File: src/rtl/zcu_timer_pkg.sv
// Shared types and elaboration helpers for the multi-channel millisecond stopwatch.
package zcu_timer_pkg;

    typedef enum logic [1:0] {TMR_IDLE, TMR_RUN, TMR_HOLD} tmr_state_t;

    function automatic int pre_max(input int clk_hz, input int tick_hz);
        return clk_hz / tick_hz - 1;
    endfunction

    // A prescaler that never counts still needs a one-bit register.
    function automatic int pre_width(input int pmax);
        return (pmax > 0) ? $clog2(pmax + 1) : 1;
    endfunction

endpackage

File: src/rtl/zcu_timer_channel.sv
// One stopwatch channel: start-toggle synchroniser, IDLE/RUN/HOLD control,
// prescaler, elapsed counter with overflow handling, and lap capture register.
module zcu_timer_channel
    import zcu_timer_pkg::*;
#(
    parameter int PRE_MAX  = 9,
    parameter int WIDTH    = 24,
    parameter bit SATURATE = 1'b1
) (
    input  logic             clk,
    input  logic             rst,
    input  logic             clear,
    input  logic             start,
    input  logic             stop,
    input  logic             lap,
    output logic [WIDTH-1:0] elapsed,
    output logic [WIDTH-1:0] lap_time,
    output logic             lap_valid,
    output logic             running,
    output logic             overflow
);

    localparam int               PRE_W   = pre_width(PRE_MAX);
    localparam logic [PRE_W-1:0] PRE_TOP = PRE_W'(PRE_MAX);
    localparam logic [WIDTH-1:0] EL_ONES = {WIDTH{1'b1}};

    // Returns {overflow, next elapsed} for one tick increment.
    function automatic logic [WIDTH:0] tick_inc(input logic [WIDTH-1:0] v);
        if (v == EL_ONES) begin
            return SATURATE ? {1'b1, EL_ONES} : {1'b1, {WIDTH{1'b0}}};
        end
        return {1'b0, v + 1'b1};
    endfunction

    logic             start_p0, start_p1, start_p2;
    logic             start_edge;
    tmr_state_t       state, state_nxt;
    logic [PRE_W-1:0] pre_cnt, pre_nxt;
    logic [WIDTH-1:0] el_cnt, el_nxt;
    logic [WIDTH-1:0] lap_reg, lap_nxt;
    logic             ovf_reg, ovf_nxt;
    logic             lap_vld_p1, lap_vld_nxt;
    logic [WIDTH:0]   el_inc;

    // Stage p0/p1: metastability filter; p2: previous value for toggle detection.
    always_ff @(posedge clk) begin
        if (rst) begin
            start_p0 <= 1'b0;
            start_p1 <= 1'b0;
            start_p2 <= 1'b0;
        end else begin
            start_p0 <= start;
            start_p1 <= start_p0;
            start_p2 <= start_p1;
        end
    end

    assign start_edge = start_p1 ^ start_p2;
    assign el_inc     = tick_inc(el_cnt);

    always_ff @(posedge clk) begin
        if (rst) begin
            state      <= TMR_IDLE;
            pre_cnt    <= '0;
            el_cnt     <= '0;
            lap_reg    <= '0;
            ovf_reg    <= 1'b0;
            lap_vld_p1 <= 1'b0;
        end else begin
            state      <= state_nxt;
            pre_cnt    <= pre_nxt;
            el_cnt     <= el_nxt;
            lap_reg    <= lap_nxt;
            ovf_reg    <= ovf_nxt;
            lap_vld_p1 <= lap_vld_nxt;
        end
    end

    always_comb begin
        state_nxt   = state;
        pre_nxt     = pre_cnt;
        el_nxt      = el_cnt;
        ovf_nxt     = ovf_reg;
        lap_nxt     = lap_reg;
        lap_vld_nxt = 1'b0;
        if (clear) begin
            state_nxt = TMR_IDLE;
            pre_nxt   = '0;
            el_nxt    = '0;
            ovf_nxt   = 1'b0;
            lap_nxt   = '0;
        end else begin
            // Lap sees the registered count, so a same-cycle tick is not included.
            if (lap && (state != TMR_IDLE)) begin
                lap_nxt     = el_cnt;
                lap_vld_nxt = 1'b1;
            end
            case (state)
                TMR_IDLE: begin
                    if (start_edge) begin
                        state_nxt = TMR_RUN;
                        pre_nxt   = '0;
                        el_nxt    = '0;
                        ovf_nxt   = 1'b0;
                    end
                end
                TMR_RUN: begin
                    if (stop) begin
                        state_nxt = TMR_HOLD;
                    end else if (pre_cnt == PRE_TOP) begin
                        pre_nxt = '0;
                        el_nxt  = el_inc[WIDTH-1:0];
                        if (el_inc[WIDTH]) begin
                            ovf_nxt = 1'b1;
                        end
                    end else begin
                        pre_nxt = pre_cnt + 1'b1;
                    end
                end
                TMR_HOLD: begin
                    if (start_edge) begin
                        state_nxt = TMR_RUN;
                    end
                end
                default: state_nxt = TMR_IDLE;
            endcase
        end
    end

    assign elapsed   = el_cnt;
    assign lap_time  = lap_reg;
    assign lap_valid = lap_vld_p1;
    assign running   = (state == TMR_RUN);
    assign overflow  = ovf_reg;

endmodule

File: src/rtl/zcu_multi_timer.sv
// N independent stopwatch channels sharing one clock; outputs are packed
// with channel i at [i*WIDTH +: WIDTH].
module zcu_multi_timer
    import zcu_timer_pkg::*;
#(
    parameter int CLK_HZ   = 100_000_000,
    parameter int TICK_HZ  = 1000,
    parameter int N_CH     = 4,
    parameter int WIDTH    = 24,
    parameter bit SATURATE = 1'b1
) (
    input  logic                  clk,
    input  logic                  rst,
    input  logic [N_CH-1:0]       clear,
    input  logic [N_CH-1:0]       start,
    input  logic [N_CH-1:0]       stop,
    input  logic [N_CH-1:0]       lap,
    output logic [N_CH*WIDTH-1:0] elapsed,
    output logic [N_CH*WIDTH-1:0] lap_time,
    output logic [N_CH-1:0]       lap_valid,
    output logic [N_CH-1:0]       running,
    output logic [N_CH-1:0]       overflow
);

    localparam int PRE_MAX = pre_max(CLK_HZ, TICK_HZ);

    for (genvar i = 0; i < N_CH; i++) begin : g_ch
        zcu_timer_channel #(
            .PRE_MAX  (PRE_MAX),
            .WIDTH    (WIDTH),
            .SATURATE (SATURATE)
        ) u_ch (
            .clk       (clk),
            .rst       (rst),
            .clear     (clear[i]),
            .start     (start[i]),
            .stop      (stop[i]),
            .lap       (lap[i]),
            .elapsed   (elapsed[i*WIDTH +: WIDTH]),
            .lap_time  (lap_time[i*WIDTH +: WIDTH]),
            .lap_valid (lap_valid[i]),
            .running   (running[i]),
            .overflow  (overflow[i])
        );
    end

endmodule

File: config.mk
export PLATFORM = sky130hd
export DESIGN_NAME = zcu_multi_timer
export DESIGN_NICKNAME = d
export VERILOG_FILES = /design/src/rtl/zcu_timer_pkg.sv /design/src/rtl/zcu_timer_channel.sv /design/src/rtl/zcu_multi_timer.sv
export SDC_FILE = /design/constraint.sdc
export NUM_CORES = 1
export LEC_CHECK = 0
export ABC_AREA = 1
export BUFFER_PORTS_ARGS = -buffer_cell sky130_fd_sc_hd__buf_4
export CORE_ASPECT_RATIO = 0.9
export CORE_MARGIN = 2
export CORE_UTILIZATION = 52
export DETAILED_ROUTE_END_ITERATION = 8
export PLACE_DENSITY = 0.76
export REMOVE_ABC_BUFFERS = 1
export SLEW_MARGIN = 10
export SYNTH_ARGS = -nofsm -noshare
export SYNTH_HDL_FRONTEND = slang
export SYNTH_SLANG_ARGS = --single-unit
File: constraint.sdc
create_clock -name clk -period 1.55 [get_ports clk]
set_input_delay 0.155 -clock clk [delete_from_list [all_inputs] [get_ports clk]]
set_output_delay 0.155 -clock clk [all_outputs]
set_load 0.01 [all_outputs]
Word level (Yosys, flattened, before mapping)
Index checks and enable logic that the tools add are counted.
{"block": "classes", "add_sub_neg": 8, "n_eq_ne": 40, "mux": 80, "bitwise": 4, "n_reduce_logical": 40}
{"operator": "two-way mux 24 bit", "n": 12}
{"operator": "two-way mux 17 bit", "n": 12}
{"operator": "two-way mux 25 bit", "n": 8}
{"operator": "case mux 24 bit (2 select lines)", "n": 4}
{"operator": "case mux 17 bit (2 select lines)", "n": 4}
{"operator": "adder 24 x 1 -> 24 bit, second input constant", "n": 4}
{"operator": "== test 24 bit, second input constant", "n": 4}
{"operator": "adder 17 x 1 -> 17 bit, second input constant", "n": 4}
{"operator": "== test 17 bit, second input constant", "n": 4}
{"operator": "!= test 2 bit, second input constant", "n": 16}
{"operator": "two-way mux 1 bit", "n": 24}
{"operator": "AND reduction 5 bit", "n": 4}
{"operator": "two-way mux 2 bit", "n": 8}
{"operator": "!= test 2 x 1 -> 1 bit, second input constant", "n": 8}
{"operator": "case mux 2 bit (2 select lines)", "n": 4}
{"operator": "AND reduction 4 bit", "n": 4}
{"operator": "nonzero test 2 bit", "n": 8}
{"operator": "OR reduction 2 bit", "n": 8}
{"operator": "AND reduction 3 bit", "n": 4}
{"operator": "== test 2 x 1 -> 1 bit, second input constant", "n": 4}
{"operator": "== test 2 bit, second input constant", "n": 4}
{"operator": "zero test 2 bit", "n": 4}
{"operator": "case mux 1 bit (2 select lines)", "n": 4}
{"operator": "AND reduction 2 bit", "n": 4}
{"operator": "other kinds (2)", "n": 8}
{"block": "word_totals", "reg_bits": 288, "input_bits": 18, "out_inout_bits": 204, "elab_cells": 208}

Longest topological paths before layout
{"block": "depth", "word_depth": 7, "ltp_mapped": 12, "mapped_depth_nobuf": 10}

Hierarchy
From an unflattened synthesis, not the netlist that was laid out.
{"block": "hier_totals", "hier_cells": 2065, "area_unflattened_um2": 14174.8}
{"module": "zcu_timer_channel (g_ch[0].u_ch ...)", "n_inst": 3, "cells_per_inst": 515, "area_each_um2": 3534.6, "seq_area_each_um2": 1441.4}
{"module": "zcu_timer_channel (g_ch[3].u_ch)", "n_inst": 1, "cells_per_inst": 520, "area_each_um2": 3570.9, "seq_area_each_um2": 1441.4}

Worst setup path after synthesis
Ideal clock, no wire load.
{"block": "synth_timing", "kind": "register -> register", "start": "register g_ch[0].u_ch.el_cnt[0]", "end": "register g_ch[0].u_ch.el_cnt[19]", "setup_ps": 74, "t_arrival_ps": 1512, "required_ps": 1476, "slack_ps": -36, "stages_incl_launch_ff": 11, "n_path_buf": 1, "synth_period_minus_slack_ps": 1586, "cell_sequence": "dfxtp_1 -> ha_1 -> nand2_1 -> nor2_1 -> nand2_1 -> nor2_2 -> nand2_2 -> buf_2 -> nand3_1 -> nand2_1 -> o21ai_0"}
{"block": "synth_via", "elab_chain_cells": 6, "word_cells_on_any_way": 7, "cone_classes": "add/sub (1); eq/ne (1); mux (5)"}
{"item": "from (decl)", "line": "zcu_timer_channel.sv:39", "source": "logic [WIDTH-1:0] el_cnt, el_nxt;"}
{"item": "from (signal assigned)", "line": "zcu_timer_channel.sv:72", "source": "el_cnt <= el_nxt;"}
{"item": "parallel branches: the longest is 2 deep, another holds adder 24 x 1 -> 24 bit"}
{"item": "two-way mux 25 bit *", "line": "zcu_timer_channel.sv:32", "source": "return {1'b0, v + 1'b1};"}
{"item": "two-way mux 24 bit *", "line": "zcu_timer_channel.sv:110", "source": "end else if (pre_cnt == PRE_TOP) begin"}
{"item": "two-way mux 24 bit *", "line": "zcu_timer_channel.sv:108", "source": "if (stop) begin"}
{"item": "case mux 24 bit (2 select lines) *", "line": "zcu_timer_channel.sv:98", "source": "case (state)"}
Mark *: on every way between the ends. The select of a mux whose other input is x is not followed.
A chain may end at the register's enable or synchronous reset.

Final worst setup path
{"block": "layout_timing", "start": "register g_ch[2].u_ch.el_cnt[0]", "end": "register g_ch[2].u_ch.el_cnt[2]"}
{"block": "layout_via", "elab_chain_cells": 6, "word_cells_on_any_way": 7, "cone_classes": "add/sub (1); eq/ne (1); mux (5)"}
{"item": "from (decl)", "line": "zcu_timer_channel.sv:39"}
{"item": "from (signal assigned)", "line": "zcu_timer_channel.sv:72"}
{"item": "parallel branches: the longest is 2 deep, another holds adder 24 x 1 -> 24 bit"}
{"item": "two-way mux 25 bit *", "line": "zcu_timer_channel.sv:32"}
{"item": "two-way mux 24 bit *", "line": "zcu_timer_channel.sv:110"}
{"item": "two-way mux 24 bit *", "line": "zcu_timer_channel.sv:108"}
{"item": "case mux 24 bit (2 select lines) *", "line": "zcu_timer_channel.sv:98"}
Marked as above.

==> results by group <==
Run status
  – Status: complete, but fails checks
  – Violated checks: setup timing

Logic synthesis
  – Synth top area cells: dfxtp_1, nand2_1, nor2_1
  – Synth Area in XOR/XNOR: 0.0279
  – Most common cell in the netlist: nand2_1
  – Synthesis-stage register bit count: 288
  – Post-Syn Area: 14400 um2
  – Simple-gate portion of the synthesized area: 0.358
  – Largest area contributor in the synthesized netlist: dfxtp_1
  – Yosys warnings: 0
  – Mux share of post-synthesis cell area: 0
  – Number of synthesized flops with an enable pin: 0
  – Commonest cells in the netlist: nand2_1, dfxtp_1, nor2_1
  – Count of cell types in the netlist: 38
  – Top FF cell, synth: dfxtp_1
  – Register area share after synthesis: 0.399
  – Share of the synthesized area in the top cell type: 0.399
  – Syn Inst Count: ~2200
  – Syn Area/Cell: ~6.6 um2
  – Post-synthesis compound-gate area fraction: 0.110
  – Largest family of logic cells by synthesized area: simple AND/OR/NAND/NOR gates
  – Adder-cell area share of the yosys netlist: 0.00693
  – Async set-reset flop share out of synthesis: 0

Critical path
  – CP endpoint kind: flop
  – R2R Setup Slk: -0.07 ns
  – Critical path class: reg -> reg
  – CP peak stage delay: 0.34 ns
  – Cell Chain, Critical Path: ha_2 -> nand2_1 -> nor2_4 -> nand2_4 -> nor2_4 -> nand3_2 -> buf_6 -> o21ai_0 -> nand2_2 -> nand2_1
  – Top delay family on crit path: simple AND/OR/NAND/NOR gates
  – CP required: approximately 2.0 ns
  – Worst setup SP type: flop
  – Critical path peak fanout: 7
  – CP arrival: 2.11 ns
  – Slowest CP cell: dfxtp_2
  – Critical path buffers and inverters: 1

Final layout
  – Final Util: 0.752
  – Filler cells: between 1500 and 2000
  – Layout Cells excl Fill: 2968
  – Ratio of cells with drive above 1 in the final layout: 0.306
  – N_diodes: 0
  – Footprint of the multi-input gates: 8190 um2
  – FF+latch area: 5830 um2
  – Final Cell Area: between 20000 and 25000 um2
  – P&R area growth vs syn: 41.5%
  – Final nets: about 2600

STA
  – Clk_skew: between 0.01 and 0.015 ns
  – Max-slew violations: 0
  – Final Worst Setup Slack: -0.0704 ns
  – Unrepaired setup endpoints after global routing: true
  – Fin crit period: 1.62 ns
  – Final setup vio count: 53
  – Rel. slew slack: 0.745
  – TNS Setup: -1.18 ns
  – Final hold viol count: 0
  – Slew of the pin with the lowest slew margin: approximately 0.38 ns
  – FMAX: 617 MHz
  – Tcrit/Tclk final: 1.05

Detailed routing
  – First-pass DRT Iterations: 9
  – Drt total wl: 45400 um
  – DR WL met2: 20800 um
  – Vias/cell: around 5.4
  – Routed met3 length: 3730 um
  – Vias post-DR: roughly 16000
  – Top layer in use: met4
  – Wl on met1: 19600 um
  – ANT nets after route: 0
  – Iter 0 DRT Violations: 1346
  – Routed WL per cell: 15.3 um
  – DRC errors left: 0

Placement
  – DP HPWL: 29300 um
  – Gpl congestion: 0.936
  – Port Buffer Count: 221
  – Area after DPL: 17600 um2
  – Placed cell count: 2847

Global route
  – Number of global-route vias before repair: 14400
  – GRT Total Usage: 0.274
  – Antenna violations before repair: 0
  – Largest net degree at the start of global routing: 51
  – Total grt overflow: 0
  – First-pass GRT wire length: roughly 69000 um

Clock tree
  – CTS tree: built
  – Clock latency on the worst-skew pair: 0.55 ns
  – Num CTS Buffers: 31
  – Clock Tree Root: clkbuf_16
  – Worst-path clk slew: 0.06 ns
  – Max clock buf depth: 3
  – Total clock sinks: 288
  – H-tree lvl count: 1

Floorplanning
  – Die area: roughly 29000 um2
  – Die X-Extent: 180 um
  – Core area: roughly 27000 um2
  – Initial Util: 0.531
  – Rows: 57
  – Vert. Die Dim: 162 um
  – I/O Pins: 222

Hold path
  – Tightest Hold Check Type: in -> reg

Flow run
  – Max Cap Viol: 0

Power and ir drop
  – PD cells: between 700 and 800 nW/um2
  – VDD IR max: 922 uV
  – LEAKAGE: 9.11 nW
  – Post-layout total power: between 15 and 20 mW
## routing by layer
| layer | GRT usage | up-vias |
|---|---|---|
| met5 | 0 | - |
| met3 | 0.0417 | 112 |
| li1 | - | 7802 |
| met4 | 0.0639 | 0 |
| met1 | 0.383 | 7337 |
| met2 | 0.447 | 740 |
## cells by family after synthesis
| logic type | count (synthesis) |
|---|---|
| AOI/OAI and AO/OA | 311 |
| buffers and inverters | 328 |
| DFF | 288 |
| xor gates and xnor gates | 46 |
| adders and majority gates | 8 |
| and+or+nand+nor | 1199 |
## tightest hold or removal path: cells and delay by family
kind	cells	cell delay (ns)
buffers and inverters	2	0.23
AND/OR/NAND/NOR	3	0.16
## layout make-up
class	instances	area share
Clock buffer	41	0.0432
Clock inverter	16	0.00918
Inverter	239	0.0439
Multi-Input combinational cell	1564	0.401
Sequential cell	288	0.285
Tap cell	354	0.0217
Timing Repair Buffer	466	0.196
## timing repair
action / CTS / global route
setup buffers: 7 / 25
hold buffers: 18 / 0
endpoints found under the setup margin: 99 / 164
pin swaps: 9 / 70
gates cloned: 3 / 13
endpoints found under the hold margin: 29 / 0
gates resized for setup: 59 / 315
## metrics by stage
step / hold WS [ns] / setup WS [ns]
after floorplan: 0.226 / -0.779
after global placement: 0.363 / -0.0542
after detailed placement: 0.367 / -0.0973
after CTS: 0.0389 / -0.0260
after global routing: 0.0489 / -0.145
final: 0.0569 / -0.0704
## final timing paths
kind,endpoint,cells after the start,start
worst max-delay path,g_ch[2].u_ch.elapsed[2]$_SDFFE_PP0P_,10,g_ch[2].u_ch.elapsed[0]$_SDFFE_PP0P_
worst min register to register,g_ch[1].u_ch.start_p1$_SDFF_PP0_,2,g_ch[1].u_ch.start_p0$_SDFF_PP0_
worst max register to register,g_ch[2].u_ch.elapsed[2]$_SDFFE_PP0P_,10,g_ch[2].u_ch.elapsed[0]$_SDFFE_PP0P_
worst min-delay path,g_ch[0].u_ch.pre_cnt[7]$_SDFFE_PP0P_,5,clear[0]
## placed cells by master, fill, tap and decap left out, types with 21 or more instances in the layout
cell type,count
dfxtp_2,40
dfxtp_1,245
o21ai_0,127
nand4_1,32
clkbuf_16,39
buf_6,21
nand3_2,24
nand2_1,493
nor2_4,30
xor2_1,38
nor2_1,217
nand2_4,32
nor3_1,40
o21ai_1,37
nor2_2,47
buf_4,398
inv_1,220
nand2_2,65
nand3_1,187
a21oi_1,127
## power breakdown
group          leakage (nW)  internal (mW)  switching [mW]  total, mW
clock                 0.540           4.66            3.09       7.74
combinational          6.23          0.361           0.519      0.880
sequential             2.35           7.45          0.0305       7.48
total                  9.11           12.5            3.64       16.1
## sequential cells by signal, summed over array words and instances (netlist names)
register	flops
g_ch.u_ch.elapsed	96
g_ch.u_ch.state	8
g_ch.u_ch.start_p1	4
g_ch.u_ch.start_p0	4
g_ch.u_ch.lap_valid	4
g_ch.u_ch.start_p2	4
g_ch.u_ch.lap_time	96
g_ch.u_ch.pre_cnt	68
g_ch.u_ch.overflow	4
Power figures use the tool's default switching activity.
